### src/rtl/systolic_output_postproc_if.sv
// Handshake bundle between the systolic output post-processor and its neighbours:
// tile command, accumulator rows in, post-processed rows out, tile response.
interface systolic_output_postproc_if #(
    parameter int DIM = 8,
    parameter int W   = 16
);
    logic               cmd_valid;
    logic               cmd_ready;
    logic               cmd_relu_en;
    logic [DIM*W-1:0]   cmd_bias;
    logic               in_valid;
    logic               in_ready;
    logic [DIM*W-1:0]   in_data;
    logic               out_valid;
    logic               out_ready;
    logic [DIM*W-1:0]   out_data;
    logic               out_last;
    logic               resp_valid;
    logic               resp_ready;

    modport slave (
        input  cmd_valid, cmd_relu_en, cmd_bias, in_valid, in_data, out_ready, resp_ready,
        output cmd_ready, in_ready, out_valid, out_data, out_last, resp_valid
    );

    modport master (
        output cmd_valid, cmd_relu_en, cmd_bias, in_valid, in_data, out_ready, resp_ready,
        input  cmd_ready, in_ready, out_valid, out_data, out_last, resp_valid
    );
endinterface

### src/rtl/systolic_output_postproc.sv
// Per-lane bias add, saturation and optional ReLU on accumulator rows, one DIM x DIM tile per command.
// Two-stage pipeline (add, then clamp) with a shared stall enable and a command/response FSM.
module systolic_output_postproc #(
    parameter int SYSTOLIC_ARRAY_DIM = 8,
    parameter int DATA_WIDTH_BITS    = 16,
    parameter int INT_BITS           = 8,
    parameter int FRAC_BITS          = 8
) (
    input  logic                       clock,
    input  logic                       areset,
    systolic_output_postproc_if.slave  bus
);
    localparam int DIM = SYSTOLIC_ARRAY_DIM;
    localparam int W   = DATA_WIDTH_BITS;
    localparam int L   = DIM * W;
    localparam int SW  = W + 1;
    localparam int CW  = $clog2(DIM + 1);
    localparam logic [CW-1:0] DIM_C  = CW'(DIM);
    localparam logic [CW-1:0] LAST_C = CW'(DIM - 1);

    generate
        if (INT_BITS + FRAC_BITS != DATA_WIDTH_BITS) begin : g_fmt_check
            $error("INT_BITS + FRAC_BITS must equal DATA_WIDTH_BITS");
        end
    endgenerate

    typedef enum logic [1:0] {IDLE, RUN, RESP} state_t;

    state_t           state_q, state_d;
    logic [CW-1:0]    in_cnt_q, in_cnt_d;
    logic [CW-1:0]    out_cnt_q, out_cnt_d;
    logic [L-1:0]     bias_q, bias_d;
    logic             relu_q, relu_d;
    logic             s1_valid_q, s1_valid_d;
    logic [DIM*SW-1:0] s1_sum_q, s1_sum_d;
    logic             s1_last_q, s1_last_d;
    logic             s2_valid_q, s2_valid_d;
    logic [L-1:0]     s2_data_q, s2_data_d;
    logic             s2_last_q, s2_last_d;

    logic             en;
    logic             in_ready;
    logic             in_fire;
    logic             out_fire;
    logic [DIM*SW-1:0] sum_all;
    logic [L-1:0]     post_all;

    assign en       = !s2_valid_q || bus.out_ready;
    assign in_ready = (state_q == RUN) && (in_cnt_q < DIM_C) && en;
    assign in_fire  = bus.in_valid && in_ready;
    assign out_fire = s2_valid_q && bus.out_ready;

    // Lane datapath: sum is one bit wider than a lane so the clamp can see overflow.
    generate
        for (genvar gi = 0; gi < DIM; gi++) begin : g_lane
            logic [SW-1:0] lane_sum;
            logic [SW-1:0] lane_s1;
            logic [W-1:0]  lane_sat;

            assign lane_sum = {bus.in_data[gi*W + W - 1], bus.in_data[gi*W +: W]}
                            + {bias_q[gi*W + W - 1], bias_q[gi*W +: W]};
            assign sum_all[gi*SW +: SW] = lane_sum;

            assign lane_s1  = s1_sum_q[gi*SW +: SW];
            assign lane_sat = (lane_s1[W] != lane_s1[W-1])
                            ? (lane_s1[W] ? {1'b1, {(W-1){1'b0}}} : {1'b0, {(W-1){1'b1}}})
                            : lane_s1[W-1:0];
            assign post_all[gi*W +: W] = (relu_q && lane_sat[W-1]) ? '0 : lane_sat;
        end
    endgenerate

    always_comb begin
        state_d    = state_q;
        in_cnt_d   = in_cnt_q;
        out_cnt_d  = out_cnt_q;
        bias_d     = bias_q;
        relu_d     = relu_q;
        s1_valid_d = s1_valid_q;
        s1_sum_d   = s1_sum_q;
        s1_last_d  = s1_last_q;
        s2_valid_d = s2_valid_q;
        s2_data_d  = s2_data_q;
        s2_last_d  = s2_last_q;

        if (in_fire) begin
            in_cnt_d = in_cnt_q + 1'b1;
        end
        if (out_fire && (out_cnt_q != DIM_C)) begin
            out_cnt_d = out_cnt_q + 1'b1;
        end

        case (state_q)
            IDLE: begin
                if (bus.cmd_valid) begin
                    state_d   = RUN;
                    bias_d    = bus.cmd_bias;
                    relu_d    = bus.cmd_relu_en;
                    in_cnt_d  = '0;
                    out_cnt_d = '0;
                end
            end
            RUN: begin
                if (out_fire && s2_last_q) begin
                    state_d = RESP;
                end
            end
            RESP: begin
                if (bus.resp_ready) begin
                    state_d = IDLE;
                end
            end
            default: state_d = IDLE;
        endcase

        // Both stages move together so a stalled output row is never overwritten.
        if (en) begin
            s1_valid_d = in_fire;
            s1_sum_d   = sum_all;
            s1_last_d  = (in_cnt_q == LAST_C);
            s2_valid_d = s1_valid_q;
            s2_data_d  = post_all;
            s2_last_d  = s1_valid_q && s1_last_q;
        end
    end

    always_ff @(posedge clock or negedge areset) begin
        if (!areset) begin
            state_q    <= IDLE;
            in_cnt_q   <= '0;
            out_cnt_q  <= '0;
            bias_q     <= '0;
            relu_q     <= 1'b0;
            s1_valid_q <= 1'b0;
            s1_sum_q   <= '0;
            s1_last_q  <= 1'b0;
            s2_valid_q <= 1'b0;
            s2_data_q  <= '0;
            s2_last_q  <= 1'b0;
        end else begin
            state_q    <= state_d;
            in_cnt_q   <= in_cnt_d;
            out_cnt_q  <= out_cnt_d;
            bias_q     <= bias_d;
            relu_q     <= relu_d;
            s1_valid_q <= s1_valid_d;
            s1_sum_q   <= s1_sum_d;
            s1_last_q  <= s1_last_d;
            s2_valid_q <= s2_valid_d;
            s2_data_q  <= s2_data_d;
            s2_last_q  <= s2_last_d;
        end
    end

    assign bus.cmd_ready  = (state_q == IDLE);
    assign bus.in_ready   = in_ready;
    assign bus.out_valid  = s2_valid_q;
    assign bus.out_data   = s2_data_q;
    assign bus.out_last   = s2_last_q;
    assign bus.resp_valid = (state_q == RESP);
endmodule
### src/flat_wrapper.sv
// flat-port wrapper written by rule: the top's interface ports become plain ports
module systolic_output_postproc_flat 
#(
    parameter int SYSTOLIC_ARRAY_DIM = 8,
    parameter int DATA_WIDTH_BITS    = 16,
    parameter int INT_BITS           = 8,
    parameter int FRAC_BITS          = 8
)
  (clock, areset, bus_cmd_valid, bus_cmd_relu_en, bus_cmd_bias, bus_in_valid, bus_in_data, bus_out_ready, bus_resp_ready, bus_cmd_ready, bus_in_ready, bus_out_valid, bus_out_data, bus_out_last, bus_resp_valid);
  systolic_output_postproc_if bus_i ();
  input  logic clock;
  input  logic areset;
  input wire logic [$bits(bus_i.cmd_valid)-1:0] bus_cmd_valid;
  input wire logic [$bits(bus_i.cmd_relu_en)-1:0] bus_cmd_relu_en;
  input wire logic [$bits(bus_i.cmd_bias)-1:0] bus_cmd_bias;
  input wire logic [$bits(bus_i.in_valid)-1:0] bus_in_valid;
  input wire logic [$bits(bus_i.in_data)-1:0] bus_in_data;
  input wire logic [$bits(bus_i.out_ready)-1:0] bus_out_ready;
  input wire logic [$bits(bus_i.resp_ready)-1:0] bus_resp_ready;
  output wire logic [$bits(bus_i.cmd_ready)-1:0] bus_cmd_ready;
  output wire logic [$bits(bus_i.in_ready)-1:0] bus_in_ready;
  output wire logic [$bits(bus_i.out_valid)-1:0] bus_out_valid;
  output wire logic [$bits(bus_i.out_data)-1:0] bus_out_data;
  output wire logic [$bits(bus_i.out_last)-1:0] bus_out_last;
  output wire logic [$bits(bus_i.resp_valid)-1:0] bus_resp_valid;
  assign bus_i.cmd_valid = bus_cmd_valid;
  assign bus_i.cmd_relu_en = bus_cmd_relu_en;
  assign bus_i.cmd_bias = bus_cmd_bias;
  assign bus_i.in_valid = bus_in_valid;
  assign bus_i.in_data = bus_in_data;
  assign bus_i.out_ready = bus_out_ready;
  assign bus_i.resp_ready = bus_resp_ready;
  assign bus_cmd_ready = bus_i.cmd_ready;
  assign bus_in_ready = bus_i.in_ready;
  assign bus_out_valid = bus_i.out_valid;
  assign bus_out_data = bus_i.out_data;
  assign bus_out_last = bus_i.out_last;
  assign bus_resp_valid = bus_i.resp_valid;
  systolic_output_postproc #(.SYSTOLIC_ARRAY_DIM(SYSTOLIC_ARRAY_DIM), .DATA_WIDTH_BITS(DATA_WIDTH_BITS), .INT_BITS(INT_BITS), .FRAC_BITS(FRAC_BITS)) u_core (.clock(clock), .areset(areset), .bus(bus_i));
endmodule
### config.mk
export PLATFORM = sky130hd
export DESIGN_NAME = systolic_output_postproc_flat
export DESIGN_NICKNAME = d
export VERILOG_FILES = /design/src/rtl/systolic_output_postproc_if.sv /design/src/rtl/systolic_output_postproc.sv /design/src/flat_wrapper.sv
export SDC_FILE = /design/constraint.sdc
export NUM_CORES = 1
export LEC_CHECK = 0
export ABC_AREA = 1
export CORE_ASPECT_RATIO = 0.7
export CORE_UTILIZATION = 30
export CTS_BUF_LIST = sky130_fd_sc_hd__clkbuf_8
export CTS_CLUSTER_DIAMETER = 50
export DETAILED_ROUTE_END_ITERATION = 10
export SLEW_MARGIN = 20
export SYNTH_ARGS = -nofsm -noshare
export SYNTH_HDL_FRONTEND = slang
export SYNTH_SLANG_ARGS = --single-unit
### constraint.sdc
create_clock -name clock -period 2.45 [get_ports clock]
set_input_delay 0.735 -clock clock [delete_from_list [all_inputs] [get_ports clock]]
set_output_delay 0.735 -clock clock [all_outputs]
set_load 0.03 [all_outputs]
# Word-level counts from Yosys, hierarchy flattened

Cells that the tools add are included.

Add/subtract/negate cells: 9
Multipliers: 0
Divide/modulo/power cells: 0
Magnitude comparators: 1
Equal/unequal tests: 14
Shift-type cells: 0
Muxes and demuxes: 31
Bitwise gates (word level): 0
Reduce and logical (&&, ||, !) cells: 19

Operators by type and width:

| operator                                       | count |
|---|---|
| 2-to-1 mux 16 bit                              | 24 |
| adder 16 x 16 -> 17 bit                        | 8 |
| logical AND 1 bit                              | 14 |
| 2-to-1 mux 4 bit                               | 3 |
| != test 1 bit                                  | 8 |
| 2-to-1 mux 2 bit                               | 3 |
| != test 2 bit (second input constant)          | 3 |
| one-hot mux 2 bit (3 select lines)             | 1 |
| adder 4 x 1 -> 4 bit (second input constant)   | 1 |
| == test 4 x 3 -> 1 bit (second input constant) | 1 |
| < comparator 4 bit (second input constant)     | 1 |
| AND reduction 3 bit                            | 1 |
| == test 2 x 1 -> 1 bit (second input constant) | 1 |
| == test 2 bit (second input constant)          | 1 |
| logical NOT 2 bit                              | 1 |
| AND reduction 2 bit                            | 1 |
| logical NOT 1 bit                              | 1 |
| logical OR 1 bit                               | 1 |

Register bits: 403
Latch bits: 0
Memory bits (writable): 0
Memory bits (read-only): 0
Input port bits: 263
Output and inout port bits: 133
Memories kept: 0

# Longest topological paths before layout

Depth in word-level cells: 7
Depth in mapped cells: 11
Depth with buffers taken out: 11

# Worst setup path before layout

Ideal clock, no wire load.

Path kind: input port to flip-flop
Start point: input port bus_in_data[48]
End point: register u_core.s1_sum_q[57]
Setup time: 0.118 ns
Data arrival time: 1.992 ns
Path slack: 0.340 ns
Stages on the path: 9
Path buffers: 0
Path through: ha_1 -> fa_1 -> nand2_1 -> nand2_1 -> nand3_1 -> nand2_1 -> or2_2 -> nand3_1 -> nand2_1

Cells in the longest elaborated chain, start to end: 1

Ends and longest elaborated chain:

| element                 | line                            | source |
|---|---|---|
| start: declaration      | flat_wrapper.sv:17              | `input wire logic [$bits(bus_i.in_data)-1:0] bus_in_data;` |
| adder 16 x 16 -> 17 bit | systolic_output_postproc.sv:61  | `+ {bias_q[gi*W + W - 1], bias_q[gi*W +: W]};` |
| end signal: assignment  | systolic_output_postproc.sv:146 | `s1_sum_q <= s1_sum_d;` |
| end: declaration        | systolic_output_postproc.sv:35  | `logic [DIM*SW-1:0] s1_sum_q, s1_sum_d;` |

Every way passes these cells.
A chain may end at the register's enable or synchronous reset.

# Final worst setup path

Start point: register u_core.state_q[1]
End point: output port bus_in_ready

Cells in the longest elaborated chain, start to end: 3

Ends and longest elaborated chain:

| element                        | line                            | source |
|---|---|---|
| start: declaration             | systolic_output_postproc.sv:29  | `state_t state_q, state_d;` |
| start signal: assignment       | systolic_output_postproc.sv:140 | `state_q <= state_d;` |
| == test 2 x 1 -> 1 bit         | systolic_output_postproc.sv:49  | `assign in_ready = (state_q == RUN) && (in_cnt_q < DIM_C) && en;` |
| logical AND 1 bit (2 in a row) | systolic_output_postproc.sv:49  |  |
| end: declaration               | flat_wrapper.sv:21              | `output wire logic [$bits(bus_i.in_ready)-1:0] bus_in_ready;` |

Every way passes these cells.

==> metrics.txt <==
# TYPE chip_impl_metric gauge
chip_impl_metric{name="synthesis.nets",unit=""} 3693
chip_impl_metric{name="detail_route.wl_per_cell",unit="µm"} 14.51
chip_impl_metric{name="num-fill-cells",unit=""} 8169
chip_impl_metric{name="power-per-cell-area",unit="nW/µm²"} 1319
chip_impl_info{name="critPathSlowestCell",value="dfrtp_1"} 1
chip_impl_metric{name="die_height",unit="µm"} 235.6
chip_impl_metric{name="drtAntennaViolNets",unit=""} 0
chip_impl_info{name="crit_type",value="reg2out"} 1
chip_impl_info{name="clockRootBuffer",value="clkbuf_8"} 1
chip_impl_info{name="cts_tree",value="built"} 1
chip_impl_info{name="cp_cell_sequence",value="inv_2 -> nand2_1 -> nor2_4 -> buf_6"} 1
chip_impl_metric{name="layout-drive-gt1-share",unit=""} 0.06902
chip_impl_metric{name="timing.critical_path.required",unit="ns"} 1.71
chip_impl_metric{name="multi_input_comb_area",unit="µm²"} 11350
chip_impl_metric{name="arrival",unit="ns"} 1.57
chip_impl_metric{name="die_area",unit="µm²"} 79070
chip_impl_metric{name="fin_worst_skew",unit="ns"} 0.03698
chip_impl_metric{name="post-route-min-period",unit="ns"} 2.308
chip_impl_metric{name="max-slew-margin-rel",unit=""} 0.5012
chip_impl_metric{name="first_global_vias",unit=""} 20850
chip_impl_metric{name="worst_slew_pin_slew",unit="ns"} 0.7481
chip_impl_metric{name="max_clock_freq",unit="GHz"} 0.4333
chip_impl_metric{name="route.detailed.vias_per_inst",unit=""} 4.495
chip_impl_metric{name="grtUsageTotal",unit=""} 0.1792
chip_impl_metric{name="synthesis_to_finish_area_growth",unit="%"} 30.27
chip_impl_metric{name="fin_nets",unit=""} 4185
chip_impl_metric{name="synth.ff_latch_count",unit=""} 403
chip_impl_metric{name="power_leakage",unit="nW"} 16.47
chip_impl_metric{name="syn-mean-instance-area",unit="µm²"} 7.104
chip_impl_metric{name="port_buffers",unit=""} 395
chip_impl_metric{name="io_pins",unit=""} 396
chip_impl_metric{name="instances_no_fill",unit=""} 4871
chip_impl_metric{name="final_max_slew_viol_count",unit=""} 0
chip_impl_metric{name="antenna_violations_before_repair",unit=""} 3
chip_impl_metric{name="synth_enable_flop_cells",unit=""} 0
chip_impl_info{name="worstHoldPathType",value="reg2reg"} 1
chip_impl_info{name="yosysTopAreaCell",value="dfrtp_1"} 1
chip_impl_metric{name="seqCellArea",unit="µm²"} 10080
chip_impl_metric{name="cts.reportedPaths.clkPinSlew",unit="ns"} 0.06
chip_impl_metric{name="maxCapViolations",unit=""} 0
chip_impl_info{name="most_frequent_standard_cell_in_the_layout_excluding_fill_and_tap_cells",value="nand2_1"} 1
chip_impl_metric{name="final_util",unit=""} 0.3955
chip_impl_metric{name="cp_slowest_stage_delay",unit="ns"} 0.38
chip_impl_metric{name="place_inst",unit=""} 4749
chip_impl_info{name="grt_setup_unrepaired",value="false"} 1
chip_impl_metric{name="synth_cell_types",unit=""} 29
chip_impl_metric{name="maximum_number_of_pins_on_one_net_before_global_route_repair",unit=""} 140
chip_impl_metric{name="path_buf_inv",unit=""} 2
chip_impl_info{name="outcome",value="complete, no violations"} 1
chip_impl_metric{name="cts_max_path_buffers",unit=""} 3
chip_impl_metric{name="total_power",unit="mW"} 40.17
chip_impl_metric{name="ys_warn_count",unit=""} 0
chip_impl_metric{name="final-hold-violation-count",unit=""} 0
chip_impl_metric{name="num_rows",unit=""} 85
chip_impl_metric{name="synth_cells",unit=""} 3291
chip_impl_metric{name="grt_overflow",unit=""} 0
chip_impl_metric{name="fin_crit_sh",unit=""} 0.9420
chip_impl_metric{name="routabilityCongestion",unit=""} 0.8594
chip_impl_metric{name="tritoncts_num_sinks",unit=""} 403
chip_impl_metric{name="vdd.ir_drop.worst",unit="µV"} 546.5
chip_impl_metric{name="tritoncts.num_buffers",unit=""} 74
chip_impl_metric{name="setup-violations-final",unit=""} 0
chip_impl_metric{name="cp_max_fo",unit=""} 3
chip_impl_metric{name="die_x",unit="µm"} 335.7
chip_impl_info{name="mostFrequentLayoutCells",value="nand2_1 (1528), dfrtp_1 (403), inv_1 (383)"} 1
chip_impl_metric{name="start_util",unit=""} 0.3036
chip_impl_metric{name="firstDrtPassIters",unit=""} 6
chip_impl_metric{name="dp_hpwl",unit="mm"} 52.41
chip_impl_metric{name="ys_async_sr_fraction",unit=""} 1.000
chip_impl_metric{name="grt_first_pass_wirelength",unit="mm"} 113.1
chip_impl_metric{name="final_layout_worst_hold_slack",unit="ns"} 0.4705
chip_impl_metric{name="core_area",unit="µm²"} 77000
chip_impl_metric{name="netlist_area",unit="µm²"} 23380
chip_impl_info{name="critical-path-top-delay-family",value="flip-flops"} 1
chip_impl_metric{name="remaining_drc_errors",unit=""} 0
chip_impl_metric{name="first_iter_violations",unit=""} 1253
chip_impl_metric{name="totalWireLength",unit="mm"} 70.68
chip_impl_metric{name="synth_top_area_frac",unit=""} 0.4314
chip_impl_metric{name="h-tree-depth",unit=""} 3
chip_impl_info{name="worstSetupEndpointType",value="primary output"} 1
chip_impl_info{name="postSynth.topFlopCell",value="dfrtp_1"} 1
chip_impl_metric{name="clock_latency",unit="ns"} 0.66
chip_impl_info{name="startpoint_type",value="flip-flop"} 1
chip_impl_metric{name="num_vias",unit=""} 21890
chip_impl_info{name="post_synth_main_area_contributors",value="dfrtp_1 (43%), nand2_1 (25%), ha_1 (7.0%)"} 1
chip_impl_metric{name="seq_area_frac_synth",unit=""} 0.4314
-- state kept, by name, indices dropped and copies added (netlist names) --
register / flops
u_core.bus.out_data: 128
u_core.bus.out_last: 1
u_core.in_cnt_q: 4
u_core.s1_sum_q: 136
u_core.state_q: 2
u_core.s1_valid_q: 1
u_core.relu_q: 1
u_core.bus.out_valid: 1
u_core.s1_last_q: 1
u_core.bias_q: 128
-- tightest hold or removal path, cell delays in order, from the launching register on --
cell and delay [ns]:
dfrtp_1 0.33, nand2_1 0.05, nand2_1 0.06
-- cell type report --
type	instances	share of cell area
Clock buffer	90	0.04067
Clock inverter	28	0.006121
Tap cell	1044	0.04289
Inverter	374	0.04634
Timing Repair Buffer	514	0.1601
Antenna cell	2	0.0001643
Sequential cell	403	0.3311
Multi-Input combinational cell	2416	0.3726
-- Yosys cell counts (all sizes together) (30+ instances only) --
cell	instances
a21oi	88
buf	68
clkbuf	30
dfrtp	403
ha	131
inv	374
nand2	1530
nand3	182
nor2	94
nor3	33
o21ai	269
or2	43
-- power by group --
group / switching, mW / internal, mW / leakage, nW
registers: 1.96 / 10.0 / 4.92
logic: 13.8 / 7.89 / 10.8
clock network: 2.99 / 3.50 / 0.777
total: 18.7 / 21.4 / 16.5
-- kinds of logic after synthesis --
group | synth area share
adders and majority gates | 0.07696
and+or+nand+nor | 0.3269
DFF | 0.4314
AOI/OAI and AO/OA | 0.07734
xor gates and xnor gates | 0.002997
buffers and inverters | 0.08440
-- worst paths after layout --
check / to / from / depth (start not counted) / slack (ns)
hold reg to reg: u_core.s1_sum_q[52] / u_core.s1_sum_q[52] / 2 / 0.47
setup reg to reg: u_core.s1_sum_q[108] / u_core.bias_q[96] / 9 / 0.51
setup / recovery: bus_in_ready / u_core.state_q[1] / 4 / 0.14
max in group asynchronous: u_core.bias_q[26] / areset / 3 / 1.11
min in group asynchronous: u_core.bus.out_data[90] / areset / 2 / 0.62
hold / removal: u_core.s1_sum_q[52] / u_core.s1_sum_q[52] / 2 / 0.47
-- metal layers --
layer,global-route usage,share of wire,wire length (µm),vias to the layer above
li1,-,-,-,11220
met1,0.2638,0.50,35030,9963
met2,0.2514,0.40,28200,600
met3,0.05412,0.085,6035,109
met4,0.04677,0.020,1410,0
met5,0,0,0,-
-- what timing repair did --
action / 4_1_cts / 5_1_grt
hold endpoints to repair: 8 / 0
pin swaps: 1 / 1
setup endpoints to repair: 127 / 2
setup buffers: 1 / 0
gates resized for setup: 138 / 4
cloned: 0 / 0
hold buffers: 1 / 0
-- stage by stage --
stage	setup WS [ns]	setup TNS [ns]	area, µm²
3_5_place_dp	-0.2360	-11.34	29160
2_1_floorplan	0.3396	0	23380
5_1_grt	0.01081	0	30450
3_3_place_gp	-0.2280	-8.506	29160
4_1_cts	-0.01118	-0.01118	30450
6_report	0.1422	0	30460
(Power assumes the default switching activity.)
